==> config.mk <==
export PLATFORM = sky130hd
export DESIGN_NAME = krv_dmem_io_flat
export DESIGN_NICKNAME = d
export VERILOG_FILES = /design/src/rtl/krv_bus_pkg.sv /design/src/rtl/krv_dmem_io_if.sv /design/src/rtl/krv_addr_check.sv /design/src/rtl/krv_dmem_io.sv /design/src/flat_wrapper.sv
export SDC_FILE = /design/constraint.sdc
export NUM_CORES = 1
export LEC_CHECK = 0
export CORE_MARGIN = 2
export CORE_UTILIZATION = 40
export CTS_BUF_LIST = sky130_fd_sc_hd__clkbuf_8
export CTS_CLUSTER_SIZE = 40
export DETAILED_ROUTE_END_ITERATION = 8
export PLACE_DENSITY = 0.67
export SETUP_SLACK_MARGIN = 0.5
export SYNTH_ARGS = -nofsm -noshare
export SYNTH_HDL_FRONTEND = slang
export SYNTH_HIERARCHICAL = 1
export SYNTH_SLANG_ARGS = --single-unit
==> constraint.sdc <==
create_clock -name clk -period 3.65 [get_ports clk]
set_clock_uncertainty 0.05 [all_clocks]
set_input_delay 0.365 -clock clk [delete_from_list [all_inputs] [get_ports clk]]
set_output_delay 0.365 -clock clk [all_outputs]
set_load 0.05 [all_outputs]
==> src/rtl/krv_bus_pkg.sv <==
// Shared load/store bus definitions for the KRV-32 data side: size codes,
// slave FSM states and the byte-count helper.
package krv_bus_pkg;
    localparam logic [1:0] SZ_BYTE = 2'b00;
    localparam logic [1:0] SZ_HALF = 2'b01;
    localparam logic [1:0] SZ_WORD = 2'b10;
    localparam logic [1:0] SZ_ILL  = 2'b11;

    localparam logic [31:0] DATA_OFFSET_DEF = 32'd2000;

    typedef enum logic [1:0] {
        ST_IDLE,
        ST_XFER,
        ST_RESP
    } state_e;

    function automatic logic [2:0] size_to_nbytes(input logic [1:0] size);
        case (size)
            SZ_HALF: size_to_nbytes = 3'd2;
            SZ_WORD: size_to_nbytes = 3'd4;
            default: size_to_nbytes = 3'd1;
        endcase
    endfunction
endpackage

==> src/rtl/krv_dmem_io_if.sv <==
// Request/response handshake bundle between the load/store stage (master)
// and the data-memory/IO slave.
interface krv_dmem_io_if;
    logic        req_valid;
    logic        req_ready;
    logic        req_we;
    logic [1:0]  req_size;
    logic        req_signed;
    logic [31:0] req_addr;
    logic [31:0] req_wdata;
    logic        rsp_valid;
    logic        rsp_ready;
    logic [31:0] rsp_rdata;
    logic        rsp_err;

    modport master (
        output req_valid, req_we, req_size, req_signed, req_addr, req_wdata, rsp_ready,
        input  req_ready, rsp_valid, rsp_rdata, rsp_err
    );
    modport slave (
        input  req_valid, req_we, req_size, req_signed, req_addr, req_wdata, rsp_ready,
        output req_ready, rsp_valid, rsp_rdata, rsp_err
    );
endinterface

==> src/rtl/krv_addr_check.sv <==
// Combinational decode of an absolute byte address into an array offset,
// transfer length and a fault flag (bad size, misalignment, out of range).
module krv_addr_check
    import krv_bus_pkg::*;
#(
    parameter logic [31:0] DATA_OFFSET = DATA_OFFSET_DEF,
    parameter int          DMEM_BYTES  = 32,
    parameter int          AW          = $clog2(DMEM_BYTES)
) (
    input  logic [31:0]   addr,
    input  logic [1:0]    size,
    output logic [AW-1:0] offset,
    output logic [2:0]    nbytes,
    output logic          err
);
    logic [31:0] ofs_full;
    logic [32:0] end_excl;

    // Addresses below DATA_OFFSET wrap to huge offsets and land in the range fault.
    assign ofs_full = addr - DATA_OFFSET;
    assign nbytes   = size_to_nbytes(size);
    assign end_excl = {1'b0, ofs_full} + 33'(nbytes);
    assign offset   = ofs_full[AW-1:0];

    assign err = (size == SZ_ILL)
               | ((size == SZ_HALF) & ofs_full[0])
               | ((size == SZ_WORD) & (ofs_full[1:0] != 2'b00))
               | (end_excl > 33'(DMEM_BYTES));
endmodule

==> src/rtl/krv_dmem_io.sv <==
// Byte-serial data memory / LED slave, big-endian, one byte per clock.
// Optional KRV_CYCLE_CNT_EN maps a free-running cycle counter just past the array.
module krv_dmem_io
    import krv_bus_pkg::*;
#(
    parameter logic [31:0] DATA_OFFSET = DATA_OFFSET_DEF,
    parameter int          DMEM_BYTES  = 32,
    parameter logic [31:0] LED_ADDR    = 32'd2003,
    parameter int          LED_WIDTH   = 6
) (
    input  logic                 clk,
    input  logic                 rst,
    krv_dmem_io_if.slave         bus,
    output logic [LED_WIDTH-1:0] leds
);
    localparam int            AW      = $clog2(DMEM_BYTES);
    localparam logic [AW-1:0] LED_IDX = AW'(LED_ADDR - DATA_OFFSET);

    state_e        state_q, state_d;
    logic          we_q, we_d, sgn_q, sgn_d, err_q, err_d, rdy_en_q;
    logic [1:0]    size_q, size_d;
    logic [AW-1:0] ofs_q, ofs_d;
    logic [2:0]    cnt_q, cnt_d, nb_q, nb_d;
    logic [31:0]   wdata_q, wdata_d, acc_q, acc_d;
    logic [7:0]    mem_q [DMEM_BYTES];
    logic [7:0]    mem_d [DMEM_BYTES];

    logic [AW-1:0] chk_ofs, idx;
    logic [2:0]    chk_nb;
    logic          chk_err, cnt_hit, skip_mem;
    logic [1:0]    bsel;
    logic [7:0]    wbyte;

    krv_addr_check #(.DATA_OFFSET(DATA_OFFSET), .DMEM_BYTES(DMEM_BYTES)) u_addr_check (
        .addr(bus.req_addr), .size(bus.req_size),
        .offset(chk_ofs), .nbytes(chk_nb), .err(chk_err)
    );

    // Stores go MSB first: byte nbytes-1-cnt of the right-aligned data.
    assign idx   = ofs_q + AW'(cnt_q);
    assign bsel  = 2'(nb_q - 3'd1 - cnt_q);
    assign wbyte = 8'(wdata_q >> {bsel, 3'b000});
    assign leds  = ~mem_q[LED_IDX][LED_WIDTH-1:0];

`ifdef KRV_CYCLE_CNT_EN
    logic        cnt_acc_q, cnt_acc_d;
    logic [31:0] cyc_q;

    assign cnt_hit  = (bus.req_addr == DATA_OFFSET + 32'(DMEM_BYTES)) && (bus.req_size == SZ_WORD);
    assign skip_mem = cnt_acc_q;

    always_ff @(posedge clk or negedge rst) begin
        if (!rst) begin
            cyc_q     <= '0;
            cnt_acc_q <= 1'b0;
        end else begin
            cyc_q     <= cyc_q + 32'd1;
            cnt_acc_q <= cnt_acc_d;
        end
    end
`else
    assign cnt_hit  = 1'b0;
    assign skip_mem = 1'b0;
`endif

    always_comb begin
        state_d = state_q;
        we_d    = we_q;
        sgn_d   = sgn_q;
        size_d  = size_q;
        ofs_d   = ofs_q;
        wdata_d = wdata_q;
        cnt_d   = cnt_q;
        nb_d    = nb_q;
        acc_d   = acc_q;
        err_d   = err_q;
        mem_d   = mem_q;
`ifdef KRV_CYCLE_CNT_EN
        cnt_acc_d = cnt_acc_q;
`endif
        bus.req_ready = (state_q == ST_IDLE) & rdy_en_q;
        bus.rsp_valid = (state_q == ST_RESP);

        case (state_q)
            ST_IDLE: if (bus.req_valid && bus.req_ready) begin
                we_d    = bus.req_we;
                size_d  = bus.req_size;
                sgn_d   = bus.req_signed;
                ofs_d   = chk_ofs;
                wdata_d = bus.req_wdata;
                cnt_d   = 3'd0;
                nb_d    = chk_nb;
                acc_d   = '0;
                err_d   = chk_err;
                // Counter reads still walk four XFER cycles to keep word latency.
                if (cnt_hit) begin
                    err_d = 1'b0;
                    nb_d  = 3'd4;
`ifdef KRV_CYCLE_CNT_EN
                    acc_d = cyc_q;
`endif
                end
`ifdef KRV_CYCLE_CNT_EN
                cnt_acc_d = cnt_hit;
`endif
                state_d = err_d ? ST_RESP : ST_XFER;
            end
            ST_XFER: begin
                if (!skip_mem) begin
                    if (we_q) mem_d[idx] = wbyte;
                    else      acc_d = {acc_q[23:0], mem_q[idx]};
                end
                cnt_d = cnt_q + 3'd1;
                if (cnt_q == nb_q - 3'd1) state_d = ST_RESP;
            end
            ST_RESP: if (bus.rsp_ready) begin
                state_d = ST_IDLE;
                err_d   = 1'b0;
            end
            default: state_d = ST_IDLE;
        endcase
    end

    always_comb begin
        bus.rsp_err   = err_q;
        bus.rsp_rdata = '0;
        if (state_q == ST_RESP && !we_q && !err_q) begin
            case (size_q)
                SZ_BYTE: bus.rsp_rdata = {{24{sgn_q & acc_q[7]}}, acc_q[7:0]};
                SZ_HALF: bus.rsp_rdata = {{16{sgn_q & acc_q[15]}}, acc_q[15:0]};
                default: bus.rsp_rdata = acc_q;
            endcase
        end
    end

    // rdy_en_q holds req_ready low through reset and the first cycle after it.
    always_ff @(posedge clk or negedge rst) begin
        if (!rst) begin
            state_q  <= ST_IDLE;
            we_q     <= 1'b0;
            sgn_q    <= 1'b0;
            size_q   <= SZ_BYTE;
            ofs_q    <= '0;
            wdata_q  <= '0;
            cnt_q    <= '0;
            nb_q     <= '0;
            acc_q    <= '0;
            err_q    <= 1'b0;
            rdy_en_q <= 1'b0;
            for (int i = 0; i < DMEM_BYTES; i++) mem_q[i] <= '0;
        end else begin
            state_q  <= state_d;
            we_q     <= we_d;
            sgn_q    <= sgn_d;
            size_q   <= size_d;
            ofs_q    <= ofs_d;
            wdata_q  <= wdata_d;
            cnt_q    <= cnt_d;
            nb_q     <= nb_d;
            acc_q    <= acc_d;
            err_q    <= err_d;
            rdy_en_q <= 1'b1;
            mem_q    <= mem_d;
        end
    end
endmodule

==> src/flat_wrapper.sv <==
// flat-port wrapper written by rule: the top's interface ports become plain ports
module krv_dmem_io_flat import krv_bus_pkg::*;
#(
    parameter logic [31:0] DATA_OFFSET = DATA_OFFSET_DEF,
    parameter int          DMEM_BYTES  = 32,
    parameter logic [31:0] LED_ADDR    = 32'd2003,
    parameter int          LED_WIDTH   = 6
)
  (clk, rst, leds, bus_req_valid, bus_req_we, bus_req_size, bus_req_signed, bus_req_addr, bus_req_wdata, bus_rsp_ready, bus_req_ready, bus_rsp_valid, bus_rsp_rdata, bus_rsp_err);
  krv_dmem_io_if bus_i ();
  input  logic clk;
  input  logic rst;
  output logic [LED_WIDTH-1:0] leds;
  input wire logic [$bits(bus_i.req_valid)-1:0] bus_req_valid;
  input wire logic [$bits(bus_i.req_we)-1:0] bus_req_we;
  input wire logic [$bits(bus_i.req_size)-1:0] bus_req_size;
  input wire logic [$bits(bus_i.req_signed)-1:0] bus_req_signed;
  input wire logic [$bits(bus_i.req_addr)-1:0] bus_req_addr;
  input wire logic [$bits(bus_i.req_wdata)-1:0] bus_req_wdata;
  input wire logic [$bits(bus_i.rsp_ready)-1:0] bus_rsp_ready;
  output wire logic [$bits(bus_i.req_ready)-1:0] bus_req_ready;
  output wire logic [$bits(bus_i.rsp_valid)-1:0] bus_rsp_valid;
  output wire logic [$bits(bus_i.rsp_rdata)-1:0] bus_rsp_rdata;
  output wire logic [$bits(bus_i.rsp_err)-1:0] bus_rsp_err;
  assign bus_i.req_valid = bus_req_valid;
  assign bus_i.req_we = bus_req_we;
  assign bus_i.req_size = bus_req_size;
  assign bus_i.req_signed = bus_req_signed;
  assign bus_i.req_addr = bus_req_addr;
  assign bus_i.req_wdata = bus_req_wdata;
  assign bus_i.rsp_ready = bus_rsp_ready;
  assign bus_req_ready = bus_i.req_ready;
  assign bus_rsp_valid = bus_i.rsp_valid;
  assign bus_rsp_rdata = bus_i.rsp_rdata;
  assign bus_rsp_err = bus_i.rsp_err;
  krv_dmem_io #(.DATA_OFFSET(DATA_OFFSET), .DMEM_BYTES(DMEM_BYTES), .LED_ADDR(LED_ADDR), .LED_WIDTH(LED_WIDTH)) u_core (.clk(clk), .rst(rst), .bus(bus_i), .leds(leds));
endmodule
## Word level (Yosys, flattened, before mapping)

Cells that the tools add are included.

| cells by class | value |
|---|---|
| reductions and logical operators | 17 |
| div/mod/pow operators | 0 |
| bitwise logic cells | 10 |
| equality and inequality tests | 11 |
| $lt $le $gt $ge | 3 |
| add/subtract/negate cells | 6 |
| shifts and indexed selects | 1 |
| multiplexer cells | 24 |
| $mul | 0 |

Operator list:

| kind | count |
|---|---|
| bitwise mux 256 bit | 1 |
| case mux 32 bit (2 select lines) | 2 |
| 2-to-1 mux 32 bit | 3 |
| binary-select mux 8 bit (select 5 bit) | 1 |
| demux 8 bit (select 5 bit) | 1 |
| adder 32 x 3 -> 33 bit | 1 |
| greater-than comparator 33 x 6 -> 1 bit, second input constant | 1 |
| >> shifter 32 x 5 -> 8 bit | 1 |
| subtractor 32 x 11 -> 32 bit, second input constant | 1 |
| 2-to-1 mux 8 bit | 3 |
| case mux 3 bit (2 select lines) | 2 |
| AND reduction 3 bit | 3 |
| 2-to-1 mux 2 bit | 4 |
| == test 2 x 1 -> 1 bit, second input constant | 3 |
| == test 2 bit, second input constant | 3 |
| >= comparator 6 bit, second input constant | 1 |
| < comparator 6 x 1 -> 1 bit, second input constant | 1 |
| != test 2 bit, second input constant | 3 |
| NOT 5 -> 6 bit | 1 |
| NOT 6 bit | 1 |
| case mux 2 bit (3 select lines) | 1 |
| AND reduction 2 bit | 3 |
| nonzero test 2 bit | 3 |
| adder 5 x 3 -> 5 bit | 1 |
| other kinds (13) | 27 |

| storage, ports and cells | value |
|---|---|
| logic and storage cells | 115 |
| bits in writable memories | 0 |
| output and inout port bits | 41 |
| memory bits (read-only) | 0 |
| bits in latches | 0 |
| bits in registers | 339 |
| memories | 0 |
| input bits | 72 |

## Longest topological paths before layout

Gate-level depths: netlist (run 1).

| depth | value |
|---|---|
| word-level depth | 10 |
| gate-level depth with buffers | 17 |
| mapped depth without buffers | 17 |

## Hierarchy

Netlist (run 1), hierarchy kept.

By module, submodules not included:

| module | times used | sequential area each (sq um) | area each (sq um) | cells an instance |
|---|---|---|---|---|
| krv_dmem_io | 1 | 8483.1 | 15677.5 | 1082 |
| krv_addr_check | 1 | 0.0 | 1866.8 | 279 |

## Worst setup path after synthesis (run 1)

Ideal clock, no wire load.

| timing | value |
|---|---|
| path type | in2reg |
| start point | input port bus_req_size[0] |
| end point | register u_core.state_q[1] |
| arrival | 4.427 ns |
| setup slack | -0.963 ns |
| data required time | 3.464 ns |
| library setup time | 0.136 ns |
| buffers on the path | 0 |
| stages on the path | 17 |
| cell sequence | inv_1 > ha_1 > ha_1 > inv_1 > fa_1 > or3b_2 > a2111oi_0 > nor4_1 > nor4_1 > o311ai_0 > a2111oi_0 > nand4_1 > or4_1 > or4_1 > nand3_1 > mux2_2 > o22ai_1 |

| on the way | value |
|---|---|
| longest elaborated chain between the ends | 10 |
| elaborated cells on any way between the ends | 16 |
| those cells by class | add/sub (1); order compare (1); eq/ne (3); mux (6); bitwise (5) |

RTL lines:

| what | line | text |
|---|---|---|
| start, declared | flat_wrapper.sv:16 | `input wire logic [$bits(bus_i.req_size)-1:0] bus_req_size;` |
| == test 2 bit / == test 2 x 1 -> 1 bit (equally long branches) | krv_bus_pkg.sv:18 | `case (size)` |
| case mux 3 bit (2 select lines) * | krv_bus_pkg.sv:18 |  |
| net u_core.chk_nb[0] | krv_dmem_io.sv:29 | `logic [2:0] chk_nb;` |
| adder 32 x 3 -> 33 bit * | krv_addr_check.sv:22 | `assign end_excl = {1'b0, ofs_full} + 33'(nbytes);` |
| greater-than comparator 33 x 6 -> 1 bit * | krv_addr_check.sv:28 | `\| (end_excl > 33'(DMEM_BYTES));` |
| OR 1 bit * | krv_addr_check.sv:28 |  |
| net u_core.chk_err | krv_dmem_io.sv:30 | `logic chk_err, cnt_hit, skip_mem;` |
| 2-to-1 mux 1 bit * | krv_dmem_io.sv:85 | `ST_IDLE: if (bus.req_valid && bus.req_ready) begin` |
| 2-to-1 mux 1 bit * | krv_dmem_io.sv:84 | `case (state_q)` |
| 2-to-1 mux 2 bit * | krv_dmem_io.sv:106 | `state_d = err_d ? ST_RESP : ST_XFER;` |
| 2-to-1 mux 2 bit * | krv_dmem_io.sv:85 |  |
| case mux 2 bit (3 select lines) * | krv_dmem_io.sv:84 |  |
| end signal, assigned | krv_dmem_io.sv:152 | `state_q <= state_d;` |
| end, declared | krv_dmem_io.sv:19 | `state_e state_q, state_d;` |

Mark *: on every way through the listed nets, which the timed path passes. The rest lies on a longest branch. The select of a mux whose other input is x is not followed.
A chain may end at the register's enable or synchronous reset.

## Worst setup path in the final report (run 1)

Ends and elaborated chain as after synthesis.

==> impl_metrics.py, run 1 <==
metrics = {
    "placement": {
        "place.gp.congestion": 0.8562,
        "dp_slack_ns": -1.376,
        "place_area_sq_um": 20050,
        "io_buffers": 112,
        "place_hpwl_um": 28530,
    },
    "timing": {
        "timing.final.max_slew_violations": 0,
        "worstMarginPinSlew_ns": 1.161,
        "fmax_ghz": 0.2640,
        "slew-limit-headroom": 0.2262,
        "setup_viol": 3,
        "rsz0062_at_grt": "true",
        "tns_ns": -0.2649,
        "min_period_ns": 3.787,
        "fin_ws_ns": -0.1372,
        "post-route-period-util": 1.038,
        "whs_ns": 0.05090,
        "finalHoldViolCount": 0,
    },
    "cts": {
        "htreeDepth": 2,
        "clockBufferDepth": 3,
        "cts.sinks": 339,
        "clk_latency_ns": 0.64,
        "cts_buffers": 57,
        "ctsRootBufferMaster": "clkbuf_8",
        "path_clk_slew_ns": 0.06,
        "tritoncts": "built",
    },
    "route": {
        "first_pass_iters": 5,
        "drt_iter0_drc": 574,
        "vias": 11856,
        "antenna_left": 0,
        "routed_wl_um": 43200,
        "vias_per_cell": 5.372,
        "drcViolationCount": 0,
        "wl_per_cell_um": 19.57,
    },
    "global_routing": {
        "met1_usage": 0.2671,
        "met3_usage": 0.03735,
        "grt_usage": 0.1941,
        "grt-ovfl-total": 0,
        "grt_pass1_wl_um": 68740,
        "grt_max_degree": 109,
        "grt_pass1_vias": 12323,
        "top_usage_layer": "met2",
        "use_met2": 0.3161,
        "antenna_found_initial": 0,
    },
    "logic_synthesis": {
        "synth_cells": 1361,
        "avgSynthCellArea_sq_um": 12.89,
        "seq_area_frac_synth": 0.4835,
        "synthArstFlopShare": 1.000,
        "yosysUniqueCellTypes": 78,
        "synth_seq_cells": 339,
        "syn_area_sq_um": 17540,
        "synth_top_flop_cell": "dfrtp_1",
        "synth_nets": 1450,
        "synth_edf_count": 0,
        "yosys_warnings": 6,
    },
    "setup_path": {
        "startpoint_type": "primary input",
        "crit_type": "in2reg",
        "worstPathArrival_ns": 4.25,
        "endpoint_kind": "flip-flop",
        "crit_required_ns": 4.11,
        "crit_fanout": 3,
    },
    "pwr": {
        "finalPower_uw": 9773,
        "vdd_drop_max_mv": 0.3116,
        "p_leak_uw": 0.01005,
        "power_density_nw_per_um2": 448.5,
    },
    "floorplan": {
        "die_w_um": 213.4,
        "die_y_um": 213.4,
        "rows": 76,
        "initial_utilization": 0.4064,
        "die_area_sq_um": 45550,
        "coreArea_sq_um": 43170,
        "ios": 113,
    },
    "cells_and_area": {
        "num_antenna_cells": 0,
        "fin_nets": 1666,
        "syn_to_final_growth_pct": 24.21,
        "drive_gt1_frac": 0.4538,
        "design_area_sq_um": 21790,
    },
    "outcome": {
        "status": "finished with violations",
        "violations": "setup timing",
    },
    "job": {
        "cap_violations": 0,
    },
    "worst_hold_path": {
        "hold_path.class": "in2reg",
    },
}
==> critical path, stage by stage <==
cell       delay, ns
buf_8           0.09
inv_8           0.03
ha_4            0.27
ha_4            0.14
inv_2           0.04
fa_2            0.52
or3b_4          0.40
a2111oi_4       0.24
buf_4           0.17
buf_4           0.09
buf_4           0.09
buf_4           0.08
a21oi_1         0.05
o21ai_0         0.15
and3_1          0.17
nand4_1         0.07
or4_1           0.42
or4_4           0.59
nand3_2         0.10
mux2_4          0.13
o22ai_1         0.06
==> final timing paths <==
path,from,to,slack (ns),cells past startpoint
max,bus_req_size[0],u_core/state_q[1]$_DFFE_PN0P_,-0.14,21
min,bus_req_size[0],u_core/size_q[0]$_DFFE_PN0P_,0.05,3
max reg2reg,u_core/cnt_q[0]$_DFFE_PN0P_,u_core/acc_q[2]$_DFFE_PN0P_,0.57,8
min reg2reg,u_core/acc_q[27]$_DFFE_PN0P_,u_core/acc_q[27]$_DFFE_PN0P_,0.43,2
max in group asynchronous,rst,u_core/mem_q[208]$_DFFE_PN0P_,2.17,3
min in group asynchronous,rst,u_core/mem_q[157]$_DFFE_PN0P_,0.32,2
==> routing by layer <==
metal  routed length, um  share of wire  vias up
met2               20680           0.48      258
met5                   0              0        -
met3                2193          0.051       53
li1                    -              -     5425
met1               19560           0.45     6120
met4                 771          0.018        0
==> sequential cells by signal, indices dropped and copies added, names as in the netlist <==
name / flops
u_core/bus.rsp_err: 1
u_core/ofs_q: 5
u_core/nb_q: 3
u_core/state_q: 2
u_core/we_q: 1
u_core/wdata_q: 32
u_core/cnt_q: 3
u_core/size_q: 2
u_core/mem_q: 256
u_core/rdy_en_q: 1
u_core/sgn_q: 1
u_core/acc_q: 32
==> where the power goes <==
group / total (uW) / switching, uW / internal, uW
registers: 3970 / 101 / 3870
logic: 2310 / 1450 / 855
clock network: 3500 / 1550 / 1940
total: 9770 / 3100 / 6670
==> layout by cell type, fill, tap and decap left out, drive strengths merged, types with 4 or more instances in the layout <==
cell	netlist	layout
o22ai	11	11
a21oi	44	44
nor4	15	15
nand2	48	48
or3	16	16
mux2	300	300
nand4	4	4
mux4	80	80
xor2	19	19
a211oi	5	5
nor2b	8	8
clkdlybuf4s50	0	72
nand3	14	14
o31ai	11	11
nor2	88	88
buf	28	165
a31oi	5	5
and2	11	11
xnor2	24	24
or4	7	7
clkinv	0	6
ha	15	15
dfrtp	339	339
dlygate4sd2	0	14
nor3	29	29
nor3b	4	4
clkbuf	76	85
and3	4	4
o21ai	34	34
a22o	18	18
inv	41	59
nand2b	13	13
==> what timing repair did <==
action	4_1_cts	5_1_grt
gates resized for setup	86	26
cloned	4	0
setup endpoints to repair	183	178
setup buffers	11	5
pin swaps	20	4
hold buffers	2	0
hold endpoints to repair	100	0
==> cell usage after synthesis (3+ instances only) <==
library cell,count,share of area
o21a_1,3,0.0013
xnor2_1,23,0.011
nor3_2,6,0.0034
nor2b_1,8,0.0029
a31oi_1,5,0.0018
nand2_1,47,0.010
o31ai_1,11,0.0047
a21o_1,3,0.0013
or4_1,6,0.0026
xor2_1,18,0.0090
and2_1,11,0.0039
nand4_1,4,0.0014
buf_1,4,0.00086
ha_1,15,0.011
nor2_4,7,0.0045
clkbuf_1,76,0.016
a311oi_1,3,0.0015
nor3_4,3,0.0028
or3_1,15,0.0053
o22ai_1,11,0.0039
nor2_1,81,0.017
nor4_1,12,0.0043
o21ai_0,33,0.0094
dfrtp_1,339,0.48
a22o_1,18,0.0090
nand3_1,12,0.0034
buf_2,18,0.0051
and4_1,3,0.0015
nand2b_1,13,0.0046
a21oi_1,43,0.012
inv_1,41,0.0088
or2_2,3,0.0011
buf_4,5,0.0021
a211oi_1,5,0.0021
mux2i_1,3,0.0017
nor4_4,3,0.0036
mux4_2,79,0.10
and3_1,3,0.0011
mux2_2,300,0.19
nor3_1,20,0.0057
==> area by class of cell <==
type | instances | area [sq um]
fill | 3759 | 21380
multi-input combinational | 877 | 8788
sequential | 339 | 8486
timing repair buffer | 261 | 2402
clock buffer | 80 | 1101
tap | 585 | 732.0
inverter | 41 | 161.4
clock inverter | 24 | 121.4
==> per-stage QoR <==
stage          cells  utilization
3_3_place_gp    2081       0.4645
5_1_grt         2207       0.5048
6_report        2207       0.5048
4_1_cts         2202       0.5028
2_1_floorplan   1361            -
3_5_place_dp    2081       0.4645
==> logic make-up (layout without fill, tap and decap cells) <==
family / after synthesis / after routing / synth area share
multiplexers: 383 / 383 / 0.2972
flip-flops: 339 / 339 / 0.4835
AND/OR/NAND/NOR: 279 / 279 / 0.09186
AO/OA/AOI/OAI: 154 / 154 / 0.05812
buffers and inverters: 145 / 406 / 0.03380
XOR/XNOR: 43 / 43 / 0.02232
adder cells (fa/ha/maj): 17 / 17 / 0.01298
other: 1 / 1 / 0.0002137
Power figures use the tool's default switching activity.
==> run 2: changes to the inputs <==
--- a/config.mk
+++ b/config.mk
@@ -10,6 +10,7 @@
 export CTS_BUF_LIST = sky130_fd_sc_hd__clkbuf_8
 export CTS_CLUSTER_SIZE = 40
 export DETAILED_ROUTE_END_ITERATION = 8
+export GPL_ROUTABILITY_DRIVEN = 0
 export PLACE_DENSITY = 0.67
 export SETUP_SLACK_MARGIN = 0.5
 export SYNTH_ARGS = -nofsm -noshare
==> run 2 against run 1 <==
Against the previous run: the flow still finishes with violations (setup timing); setup slack got worse by 0.077 ns; die area did not move; worst hold slack improved by 0.091 ns; largest cell class unchanged; wire length fell by 1.7%; non-clock buffer count is the same; sequential cell count unchanged; critical path type unchanged; fmax shrank 2.0%.
==> impl_metrics.py, run 2 (synthesized netlist as in run 1, its figures left out) <==
metrics = {
    "outcome": {
        "status": "finished with violations",
        "violations": "setup timing",
    },
    "cts": {
        "cts.sinks": 339,
        "clockBufferDepth": 3,
        "path_clk_slew_ns": 0.06,
        "clk_latency_ns": 0.63,
        "htreeDepth": 2,
        "cts_buffers": 57,
        "tritoncts": "built",
        "ctsRootBufferMaster": "clkbuf_8",
    },
    "pwr": {
        "power_density_nw_per_um2": 444.9,
        "vdd_drop_max_mv": 0.2772,
        "p_leak_uw": 0.01011,
        "finalPower_uw": 9644,
    },
    "global_routing": {
        "grt_max_degree": 117,
        "antenna_found_initial": 0,
        "grt_pass1_vias": 12104,
        "grt-ovfl-total": 0,
        "grt_pass1_wl_um": 67430,
        "grt_usage": 0.1904,
    },
    "route": {
        "routed_wl_um": 42490,
        "vias_per_cell": 5.351,
        "first_pass_iters": 4,
        "drt_iter0_drc": 666,
        "wl_per_cell_um": 19.24,
        "vias": 11816,
        "antenna_left": 0,
        "drcViolationCount": 0,
    },
    "floorplan": {
        "die_w_um": 213.4,
        "die_area_sq_um": 45550,
        "rows": 76,
        "initial_utilization": 0.4064,
        "die_y_um": 213.4,
        "coreArea_sq_um": 43170,
        "ios": 113,
    },
    "cells_and_area": {
        "fin_nets": 1666,
        "final_cells": 2208,
        "nFillCells": 3755,
        "regArea_sq_um": 8486,
        "fin_util": 0.5021,
        "largest_reg_flops": 256,
        "top_register": "u_core/mem_q",
        "num_antenna_cells": 0,
        "reg.largest.list": "u_core/mem_q x256, u_core/acc_q x32, u_core/wdata_q x32",
        "syn_to_final_growth_pct": 23.54,
        "drive_gt1_frac": 0.4393,
        "layout_common_cells": "dfrtp_1, mux2_2, buf_4",
        "final_common_cell": "dfrtp_1",
        "multiInputGateArea_sq_um": 8720,
    },
    "setup_path": {
        "endpoint_kind": "flip-flop",
        "startpoint_type": "primary input",
        "rr_endpoint": "u_core/acc_q[2]$_DFFE_PN0P_",
        "worstPathArrival_ns": 4.31,
        "reg2reg_depth": 8,
        "crit_fanout": 3,
        "crit_type": "in2reg",
        "rrSetupSlack_ns": 0.56,
        "reg2reg_from": "u_core/cnt_q[0]$_DFFE_PN0P_",
        "crit_required_ns": 4.10,
    },
    "timing": {
        "rsz0062_at_grt": "true",
        "timing.final.max_slew_violations": 0,
        "fmax_ghz": 0.2588,
        "fin_ws_ns": -0.2141,
        "whs_ns": 0.1422,
        "worstMarginPinSlew_ns": 1.111,
        "finalHoldViolCount": 0,
        "slew-limit-headroom": 0.2564,
        "setup_viol": 3,
        "post-route-period-util": 1.059,
        "min_period_ns": 3.864,
    },
    "job": {
        "cap_violations": 0,
    },
    "worst_hold_path": {
        "worstHoldEndpoint": "u_core/nb_q[0]$_DFFE_PN0P_",
        "hp-start": "bus_req_size[1]",
        "holdPathStages": 5,
        "hold_path.class": "in2reg",
    },
    "placement": {
        "place_hpwl_um": 28700,
        "dp.cells": 2089,
        "io_buffers": 112,
    },
}
run 2: cell count changes in the layout (fill, tap and decap cells not counted), sizes merged:
cell and delta:
bufinv +1, clkinvlp +1, buf +1, clkbuf -3
clkdlybuf4s50 +1, dlygate4sd2 -5, inv +4, clkinv -4
dlymetal6s2s +8, bufbuf -1, clkdlybuf4s15 -2
run 2: layout make-up:
type,instances,share of cell area
multi-input combinational,877,0.4023
sequential,339,0.3915
timing repair buffer,261,0.1082
clock buffer,79,0.05016
tap,585,0.03377
inverter,41,0.007447
clock inverter,26,0.006581
run 2: worst max path at each step:
stage                     from                       endpoint  depth (start not counted)
5_1_grt        bus_req_size[0]  u_core/state_q[1]$_DFFE_PN0P_                         18
3_3_place_gp   bus_req_size[0]  u_core/state_q[0]$_DFFE_PN0P_                         18
4_1_cts        bus_req_size[0]  u_core/state_q[1]$_DFFE_PN0P_                         18
3_5_place_dp   bus_req_size[0]  u_core/state_q[1]$_DFFE_PN0P_                         18
2_1_floorplan  bus_req_size[0]  u_core/state_q[1]$_DFFE_PN0P_                         17
6_report       bus_req_size[0]  u_core/state_q[1]$_DFFE_PN0P_                         18
run 2: repair_timing:
action | 4_1_cts | 5_1_grt
hold buffers | 2 | 0
cloned | 0 | 0
setup endpoints to repair | 143 | 228
buffers inserted | 10 | 2
resized for setup | 51 | 33
pin swaps | 15 | 4
endpoints found under the hold margin | 69 | 0
run 2: per-stage QoR:
| step | setup TNS, ns | cell area (sq um) | setup WS (ns) |
|---|---|---|---|
| after floorplan | -1.389 | 17620 | -0.5220 |
| after global placement | -3.749 | 20100 | -1.296 |
| after detailed placement | -4.142 | 20100 | -1.427 |
| after CTS | -0.08970 | 21540 | -0.08970 |
| after global routing | -0.8340 | 21670 | -0.3560 |
| final | -0.4075 | 21670 | -0.2141 |
run 2: layer usage:
| metal | wire length [um] | vias to the layer above | GRT usage |
|---|---|---|---|
| met4 | 862 | 0 | 0.05747 |
| li1 | - | 5420 | - |
| met1 | 18780 | 6044 | 0.2590 |
| met3 | 2372 | 57 | 0.03661 |
| met5 | 0 | - | 0 |
| met2 | 20480 | 295 | 0.3105 |
run 2: where the power goes:
group | internal, uW | leakage [uW] | switching [uW]
registers | 3870 | 0.00464 | 104
logic | 780 | 0.00476 | 1380
clock network | 1990 | 0.000707 | 1530
run 2: worst max-delay path, stage by stage:
cell and delay (ns):
buf_8 0.09, inv_8 0.03, ha_4 0.27, ha_4 0.14, inv_2 0.04, fa_2 0.52, or3b_4 0.39, a2111oi_4 0.27
nor4_2 0.07, nor4_1 0.22, o311ai_1 0.16, a2111oi_1 0.29, nand4_1 0.13, or4_1 0.42, or4_4 0.60, nand3_2 0.10
mux2_4 0.15, o22ai_2 0.07
